==> config.mk <==
export PLATFORM = sky130hd
export DESIGN_NAME = tlut_sweep_ctrl
export DESIGN_NICKNAME = d
export VERILOG_FILES = /design/src/rtl/tlut_pkg.sv /design/src/rtl/tlut_lane_capture.sv /design/src/rtl/tlut_sweep_ctrl.sv
export SDC_FILE = /design/constraint.sdc
export NUM_CORES = 1
export LEC_CHECK = 0
export CORE_ASPECT_RATIO = 0.8
export CORE_MARGIN = 2
export CORE_UTILIZATION = 47
export DETAILED_ROUTE_END_ITERATION = 8
export HOLD_SLACK_MARGIN = 0.03
export PLACE_DENSITY = 0.8
export SKIP_CTS_REPAIR_TIMING = 1
export SYNTH_ARGS = -nofsm -noshare
export SYNTH_HDL_FRONTEND = slang
export SYNTH_SLANG_ARGS = --single-unit
==> constraint.sdc <==
create_clock -name clk -period 2.3 [get_ports clk]
set_clock_uncertainty 0.1 [all_clocks]
set_input_delay 0.575 -clock clk [delete_from_list [all_inputs] [get_ports clk]]
set_output_delay 0.575 -clock clk [all_outputs]
set_load 0.1 [all_outputs]
==> src/rtl/tlut_pkg.sv <==
// tlut_pkg: shared state type, default widths and ramp terminal-count helper
package tlut_pkg;

    typedef enum logic [1:0] {
        IDLE  = 2'd0,
        SWEEP = 2'd1,
        DRAIN = 2'd2,
        DONE  = 2'd3
    } sweep_state_t;

    localparam int DEF_INPUT_WIDTH = 8;
    localparam int DEF_DIM_A       = 16;
    localparam int DEF_OUT_WIDTH   = 16;

    function automatic int unsigned rng_last(input int unsigned w);
        return (32'd1 << w) - 32'd1;
    endfunction

endpackage

==> src/rtl/tlut_lane_capture.sv <==
// tlut_lane_capture: one lane's result register and miss flag
module tlut_lane_capture #(
    parameter int OUT_WIDTH = 16
) (
    input  logic                 clk,
    input  logic                 rst,
    input  logic                 clear,
    input  logic                 cap_en,
    input  logic                 hit,
    input  logic [OUT_WIDTH-1:0] lut_q,
    output logic [OUT_WIDTH-1:0] data,
    output logic                 miss
);

    always_ff @(posedge clk) begin
        if (rst) begin
            data <= '0;
            miss <= 1'b0;
        end else if (clear) begin
            data <= '0;
            miss <= 1'b1;
        end else if (cap_en && hit) begin
            data <= lut_q;
            miss <= 1'b0;
        end
    end

endmodule

==> src/rtl/tlut_sweep_ctrl.sv <==
// tlut_sweep_ctrl: ramp sweep FSM driving the comparators and LUT ROM,
// per-lane result capture and valid/ready result handshake
module tlut_sweep_ctrl
    import tlut_pkg::*;
#(
    parameter int INPUT_WIDTH = DEF_INPUT_WIDTH,
    parameter int DIM_A       = DEF_DIM_A,
    parameter int OUT_WIDTH   = DEF_OUT_WIDTH
) (
    input  logic                       clk,
    input  logic                       rst,
    input  logic                       start,
    output logic                       busy,
    output logic [INPUT_WIDTH-1:0]     rng,
    output logic                       cmp_en,
    input  logic [DIM_A-1:0]           cmp_hit,
    input  logic [OUT_WIDTH-1:0]       lut_q,
    output logic                       out_valid,
    input  logic                       out_ready,
    output logic [DIM_A*OUT_WIDTH-1:0] out_data,
    output logic [DIM_A-1:0]           out_miss
);

    localparam logic [INPUT_WIDTH-1:0] RNG_LAST = INPUT_WIDTH'(rng_last(INPUT_WIDTH));

    sweep_state_t state;
    logic         cap_en;
    logic         clear;

    always_comb clear = (state == IDLE) && start;

    always_ff @(posedge clk) begin
        if (rst) begin
            state     <= IDLE;
            rng       <= '0;
            cmp_en    <= 1'b0;
            cap_en    <= 1'b0;
            busy      <= 1'b0;
            out_valid <= 1'b0;
        end else begin
            // hits and ROM data lag the ramp by one cycle, so the qualifier does too
            cap_en <= cmp_en;
            case (state)
                IDLE: if (start) begin
                    state  <= SWEEP;
                    rng    <= '0;
                    cmp_en <= 1'b1;
                    busy   <= 1'b1;
                end
                SWEEP: if (rng == RNG_LAST) begin
                    state  <= DRAIN;
                    rng    <= '0;
                    cmp_en <= 1'b0;
                end else begin
                    rng <= rng + 1'b1;
                end
                DRAIN: begin
                    state     <= DONE;
                    out_valid <= 1'b1;
                end
                DONE: if (out_ready) begin
                    state     <= IDLE;
                    out_valid <= 1'b0;
                    busy      <= 1'b0;
                end
                default: state <= IDLE;
            endcase
        end
    end

    for (genvar i = 0; i < DIM_A; i++) begin : g_lane
        tlut_lane_capture #(.OUT_WIDTH(OUT_WIDTH)) u_lane (
            .clk    (clk),
            .rst    (rst),
            .clear  (clear),
            .cap_en (cap_en),
            .hit    (cmp_hit[i]),
            .lut_q  (lut_q),
            .data   (out_data[i*OUT_WIDTH +: OUT_WIDTH]),
            .miss   (out_miss[i])
        );
    end

endmodule

==> flow_summary_export.csv, run 1 <==
group,metric,value,unit
run_status,status,"completed",
sta,period_share,87.7,%
sta,fmax,495,MHz
die,die_area,23200,µm²
die,ios,319,
setup_path,arrival,1.34,ns
setup_path,required,1.62,ns
sta,setup_viol,0,
synth,ys_seq_area_share,55.3,%
die,chipHeight,137,µm
synth,synth-seq-cells,286,
setup_path,crit_fanout,6,
sta,setup_tns,0,ns
placed_design,place_ws,0.133,ns
die,start_util,47.9,%
drt,route.final.wire_length,33.7,mm
synth,synth_common_cells,"nand2_1, dfxtp_1, a21oi_1",
synth,avgSynthCellArea,7.86,µm²
drt,drt-vias-per-instance,5.26,
power,ir_drop,613,µV
sta,worst_pin_slew,0.723,ns
layout,drive_gt1_share,24.3,%
placed_design,dp_hpwl,22.6,mm
clock_network,cts_root_buffer,"clkbuf_16",
clock_network,cts_buffers,29,
setup_path,rr_worst_depth,6,
placed_design,io_buffers,318,
power,p_per_area,1080,nW/µm²
drt,dr.first_iter.drc_count,808,
global_route,grt_pass1_wl,49.1,mm
sta,slew_violations,0,
synth,netlist_top_cells_area,"dfxtp_1, nand2_1, a21oi_1",
placed_design,place_inst,1821,
power,leakagePower,5.49,nW
setup_path,critical-path-max-stage-delay,0.47,ns
die,core,21600,µm²
job,drv_cap,0,
synth,syn-num-nets,1357,
synth,synth_edf_count,0,
placed_design,place_congestion,0.850,
setup_path,cp-end-kind,"primary output",
drt,drc,0,
synth,synth_area,10300,µm²
clock_network,cts_tree,"yes",
layout,area_growth,33.8,%
drt,drt_first_pass_iters,7,
setup_path,crit_buf_inv,1,
layout,nNetsFinal,1618,
setup_path,cp_top_family,"flip-flops",
clock_network,clk_latency,0.53,ns
synth,synthCells,1316,
sta,rsz0062_at_grt,"false",
sta,period_minus_slack,2.02,ns
worst_hold_path,hp-class,"reg2reg",
drt,wl_per_cell,18.0,µm
clock_network,htreeDepth,1,
die,rows,48,
layout,antenna_cells,0,
drt,final_antenna_net_count,0,
worst_hold_path,min_path_cells,2,
global_route,grt_max_degree,46,
layout,utilization,64.1,%
setup_path,path_depth,1,
synth,synth_top_area_share,55.3,%
layout,layout.cells.non_filler,1874,
sta,hold_viol_final,0,
drt,num_vias,9859,
synth,synth_top_area_cell,"dfxtp_1",
synth,synth_ff_type,"dfxtp_1",
clock_network,clock_path_buffers,3,
global_route,antenna_found_initial,0,
layout,fill_cells,1802,
die,dieWidth,170,µm
synth,ys.warnings.count,0,
synth,async_flop_share,0,%
synth,synth_cell_type_count,34,
global_route,grt_pass1_vias,8763,
setup_path,critPathSlowestCell,"dfxtp_1",
synth,synthMostInstantiatedCell,"nand2_1",
setup_path,path_cells,"buf_4",
clock_network,clock-sinks,286,
sta,layout_setup_ws,0.282,ns
clock_network,cts.clk_slew.worst_paths,0.06,ns
setup_path,critPathLaunchType,"flip-flop",
global_route,grt.overflow.total,0,
setup_path,crit_type,"reg2out",
sta,slew_headroom,51.7,%
global_route,track_usage,27.2,%
## area by class of cell
class / count / area, µm² / share of cell area, %
clock buffer: 40 / 797 / 5.75
inverter: 4 / 15.0 / 0.108
sequential: 286 / 5730 / 41.4
tap: 275 / 344 / 2.48
timing repair buffer: 363 / 2890 / 20.9
clock inverter: 13 / 125 / 0.903
multi-input combinational: 893 / 3950 / 28.5
## stage by stage
stage	total power [mW]	hold slack (ns)	instance area (µm²)
after floorplan	9.39	0.337	10400
after global placement	10.4	0.342	12900
after CTS	15.0	0.355	13800
after detailed placement	10.4	0.347	12900
after global routing	15.4	0.368	13800
final	14.9	0.355	13800
## sequential cells by signal (all words and copies together) (netlist names)
| name | count |
|---|---|
| g_lane.u_lane.data | 256 |
| g_lane.u_lane.miss | 16 |
| rng | 8 |
| state | 2 |
| busy | 1 |
| cap_en | 1 |
| cmp_en | 1 |
| out_valid | 1 |
## metal layers
metal | vias up | track usage, % | share of wire (%)
li1 | 4694 | - | -
met1 | 4646 | 35.4 | 41
met2 | 453 | 45.3 | 46
met3 | 66 | 6.74 | 9.8
met4 | 0 | 7.69 | 2.9
met5 | - | 0 | 0
## report_power, final
group	total [mW]	switching [mW]	leakage, nW	internal, mW
sequential	5.53	0.222	2.32	5.31
combinational	4.82	3.82	2.72	1.00
clock	4.58	1.93	0.462	2.65
total	14.9	5.97	5.49	8.96
## placed cells by master, fill, tap and decap left out, types with 3 or more instances in the layout
master,synthesis,routed
buf_4,23,322
buf_12,0,6
nor2_1,10,10
and2_1,16,16
a21oi_1,276,276
xnor2_1,5,5
clkbuf_8,0,3
inv_1,4,4
ha_1,5,5
clkbuf_16,0,29
nand2b_1,3,3
o21ai_0,3,3
clkdlybuf4s50_1,0,35
clkbuf_1,43,8
clkinv_2,0,9
nand2_1,547,546
nand2_2,5,5
dfxtp_1,286,284
## worst paths after layout
kind	start	to	slack [ns]
setup / recovery	rng[2]	rng[2]	0.28
hold / removal	g_lane[6].u_lane.data[8]	g_lane[6].u_lane.data[8]	0.35
setup reg to reg	state[0]	state[0]	0.43
hold reg to reg	g_lane[6].u_lane.data[8]	g_lane[6].u_lane.data[8]	0.35
## logic make-up (layout without fill, tap and decap cells)
| logic type | count (synthesis) | after routing | share of synthesized area (%) |
|---|---|---|---|
| AOI/OAI and AO/OA | 284 | 284 | 13.9 |
| xor gates and xnor gates | 7 | 7 | 0.592 |
| adders and majority gates | 5 | 5 | 0.605 |
| buffers and inverters | 137 | 420 | 6.55 |
| DFF | 286 | 286 | 55.3 |
| muxes | 3 | 3 | 0.338 |
| and+or+nand+nor | 594 | 594 | 22.7 |
Note: power is estimated with default switching activity, not from simulation.
==> run 2, diff against run 1 <==
--- a/config.mk
+++ b/config.mk
@@ -6,7 +6,7 @@
 export NUM_CORES = 1
 export LEC_CHECK = 0
 export CORE_ASPECT_RATIO = 0.8
-export CORE_MARGIN = 2
+export CORE_MARGIN = 8
 export CORE_UTILIZATION = 47
 export DETAILED_ROUTE_END_ITERATION = 8
 export HOLD_SLACK_MARGIN = 0.03
==> flow_summary_export.csv, run 2 (synthesized netlist as in run 1, its figures left out) <==
group,metric,value,unit
global_route,antenna_found_initial,1,
setup_path,crit_buf_inv,1,
layout,regMostFlops,"g_lane.u_lane.data",
sta,period_minus_slack,2.00,ns
setup_path,cp_top_family,"flip-flops",
layout,area_growth,34.2,%
drt,final_antenna_net_count,0,
drt,drc,0,
drt,wl_per_cell,19.4,µm
drt,wl_met1,15.1,mm
setup_path,crit_type,"reg2out",
job,drv_cap,0,
die,die_area,27100,µm²
die,rows,48,
layout,reg_top3,"g_lane.u_lane.data: 256 flops, g_lane.u_lane.miss: 16 flops, rng: 8 flops",
setup_path,critPathSlowestCell,"dfxtp_1",
power,total_power,14.9,mW
power,ir_drop,533,µV
die,chipHeight,149,µm
clock_network,cts.clk_slew.worst_paths,0.06,ns
power,leakagePower,5.51,nW
setup_path,r2r-end,"g_lane[1].u_lane.data[5]",
setup_path,path_depth,1,
setup_path,critical-path-max-stage-delay,0.45,ns
worst_hold_path,hp-class,"reg2reg",
drt,drt_first_pass_iters,5,
die,core,21600,µm²
power,p_per_area,1070,nW/µm²
global_route,grt.overflow.total,0,
clock_network,cts_buffers,28,
clock_network,htreeDepth,1,
global_route,grt_pass1_wl,54.5,mm
die,ios,319,
setup_path,crit_fanout,6,
layout,drive_gt1_share,24.5,%
sta,fmax,501,MHz
setup_path,critPathLaunchType,"flip-flop",
setup_path,arrival,1.32,ns
run_status,status,"completed",
drt,dr.first_iter.drc_count,869,
placed_design,dp_hpwl,24.7,mm
sta,hold_viol_final,0,
sta,slew_violations,0,
sta,worst_pin_slew,0.707,ns
layout,mostFrequentLayoutCell,"nand2_1",
global_route,grt_max_degree,32,
setup_path,cp-end-kind,"primary output",
clock_network,cts_root_buffer,"clkbuf_16",
layout,utilization,64.2,%
setup_path,worstReg2RegStart,"cap_en",
sta,rsz0062_at_grt,"false",
placed_design,place_congestion,0.830,
drt,route.final.wire_length,36.4,mm
sta,slew_headroom,52.7,%
drt,drt-vias-per-instance,5.31,
drt,met2WireLength,16.8,mm
setup_path,r2r_slack,0.31,ns
clock_network,clock_path_buffers,3,
drt,top_layer,"met4",
global_route,grt_pass1_vias,9288,
setup_path,required,1.62,ns
setup_path,rr_worst_depth,4,
layout,nNetsFinal,1625,
setup_path,critical_path.endpoint,"rng[2]",
die,start_util,47.9,%
clock_network,clk_latency,0.53,ns
clock_network,clock-sinks,286,
clock_network,cts_tree,"yes",
setup_path,startpoint,"rng[2]",
die,dieWidth,182,µm
sta,period_share,86.9,%
sta,setup_viol,0,
global_route,track_usage,25.2,%
drt,num_vias,9962,
sta,setup_tns,0,ns
placed_design,io_buffers,318,
setup_path,path_cells,"buf_4",
drt,met3_length,3.57,mm
layout,largest_reg_flops,256,
layout,mostFrequentLayoutCells,"nand2_1, buf_4, dfxtp_1",
run 2: how the worst min path moves through the flow:
stage	startpoint	slack, ns	to	depth (start not counted)
after floorplan	g_lane[0].u_lane.miss	0.34	g_lane[0].u_lane.miss	2
after global placement	g_lane[2].u_lane.data[15]	0.34	g_lane[2].u_lane.data[15]	2
after CTS	g_lane[14].u_lane.data[0]	0.35	g_lane[14].u_lane.data[0]	2
after detailed placement	g_lane[14].u_lane.data[0]	0.34	g_lane[14].u_lane.data[0]	2
final	g_lane[1].u_lane.data[3]	0.35	g_lane[1].u_lane.data[3]	2
after global routing	g_lane[6].u_lane.data[0]	0.37	g_lane[6].u_lane.data[0]	2
run 2: cell type report:
| cell class | instances | area (µm²) |
|---|---|---|
| diodes | 1 | 2.50 |
| clock buffers | 40 | 827 |
| clock inverters | 6 | 58.8 |
| fillers | 1848 | 7730 |
| inverters | 4 | 15.0 |
| multi-input cells | 893 | 3950 |
| flip-flops and latches | 286 | 5730 |
| well taps | 275 | 344 |
| repair buffers | 371 | 2960 |
run 2: report_power, final:
part           internal (mW)  switching (mW)
clock network           2.59            1.88
logic                   1.04            3.83
registers               5.31           0.245
run 2: metal layers:
| layer | track usage, % | vias up |
|---|---|---|
| met2 | 41.3 | 490 |
| met3 | 6.00 | 63 |
| met1 | 33.0 | 4697 |
| met4 | 6.71 | 0 |
| met5 | 0 | - |
| li1 | - | 4712 |
run 2: per-stage QoR:
stage               worst slack (ns)  hold slack, ns  instances  instance area, µm²
finish                         0.302           0.354       1876               13900
global route                   0.142           0.370       1876               13900
CTS                            0.291           0.354       1875               13900
detailed placement             0.127           0.345       1829               13000
global placement               0.112           0.342       1829               13000
floorplan                      0.106           0.337       1316               10400
==> run 3, diff against run 2 <==
--- a/config.mk
+++ b/config.mk
@@ -12,6 +12,8 @@
 export HOLD_SLACK_MARGIN = 0.03
 export PLACE_DENSITY = 0.8
 export SKIP_CTS_REPAIR_TIMING = 1
+export SKIP_LAST_GASP = 1
+export SLEW_MARGIN = 0
 export SYNTH_ARGS = -nofsm -noshare
 export SYNTH_HDL_FRONTEND = slang
 export SYNTH_SLANG_ARGS = --single-unit
==> results of run 3 <==
Same layout as run 2: the final DEF is identical, and so are final timing and power.
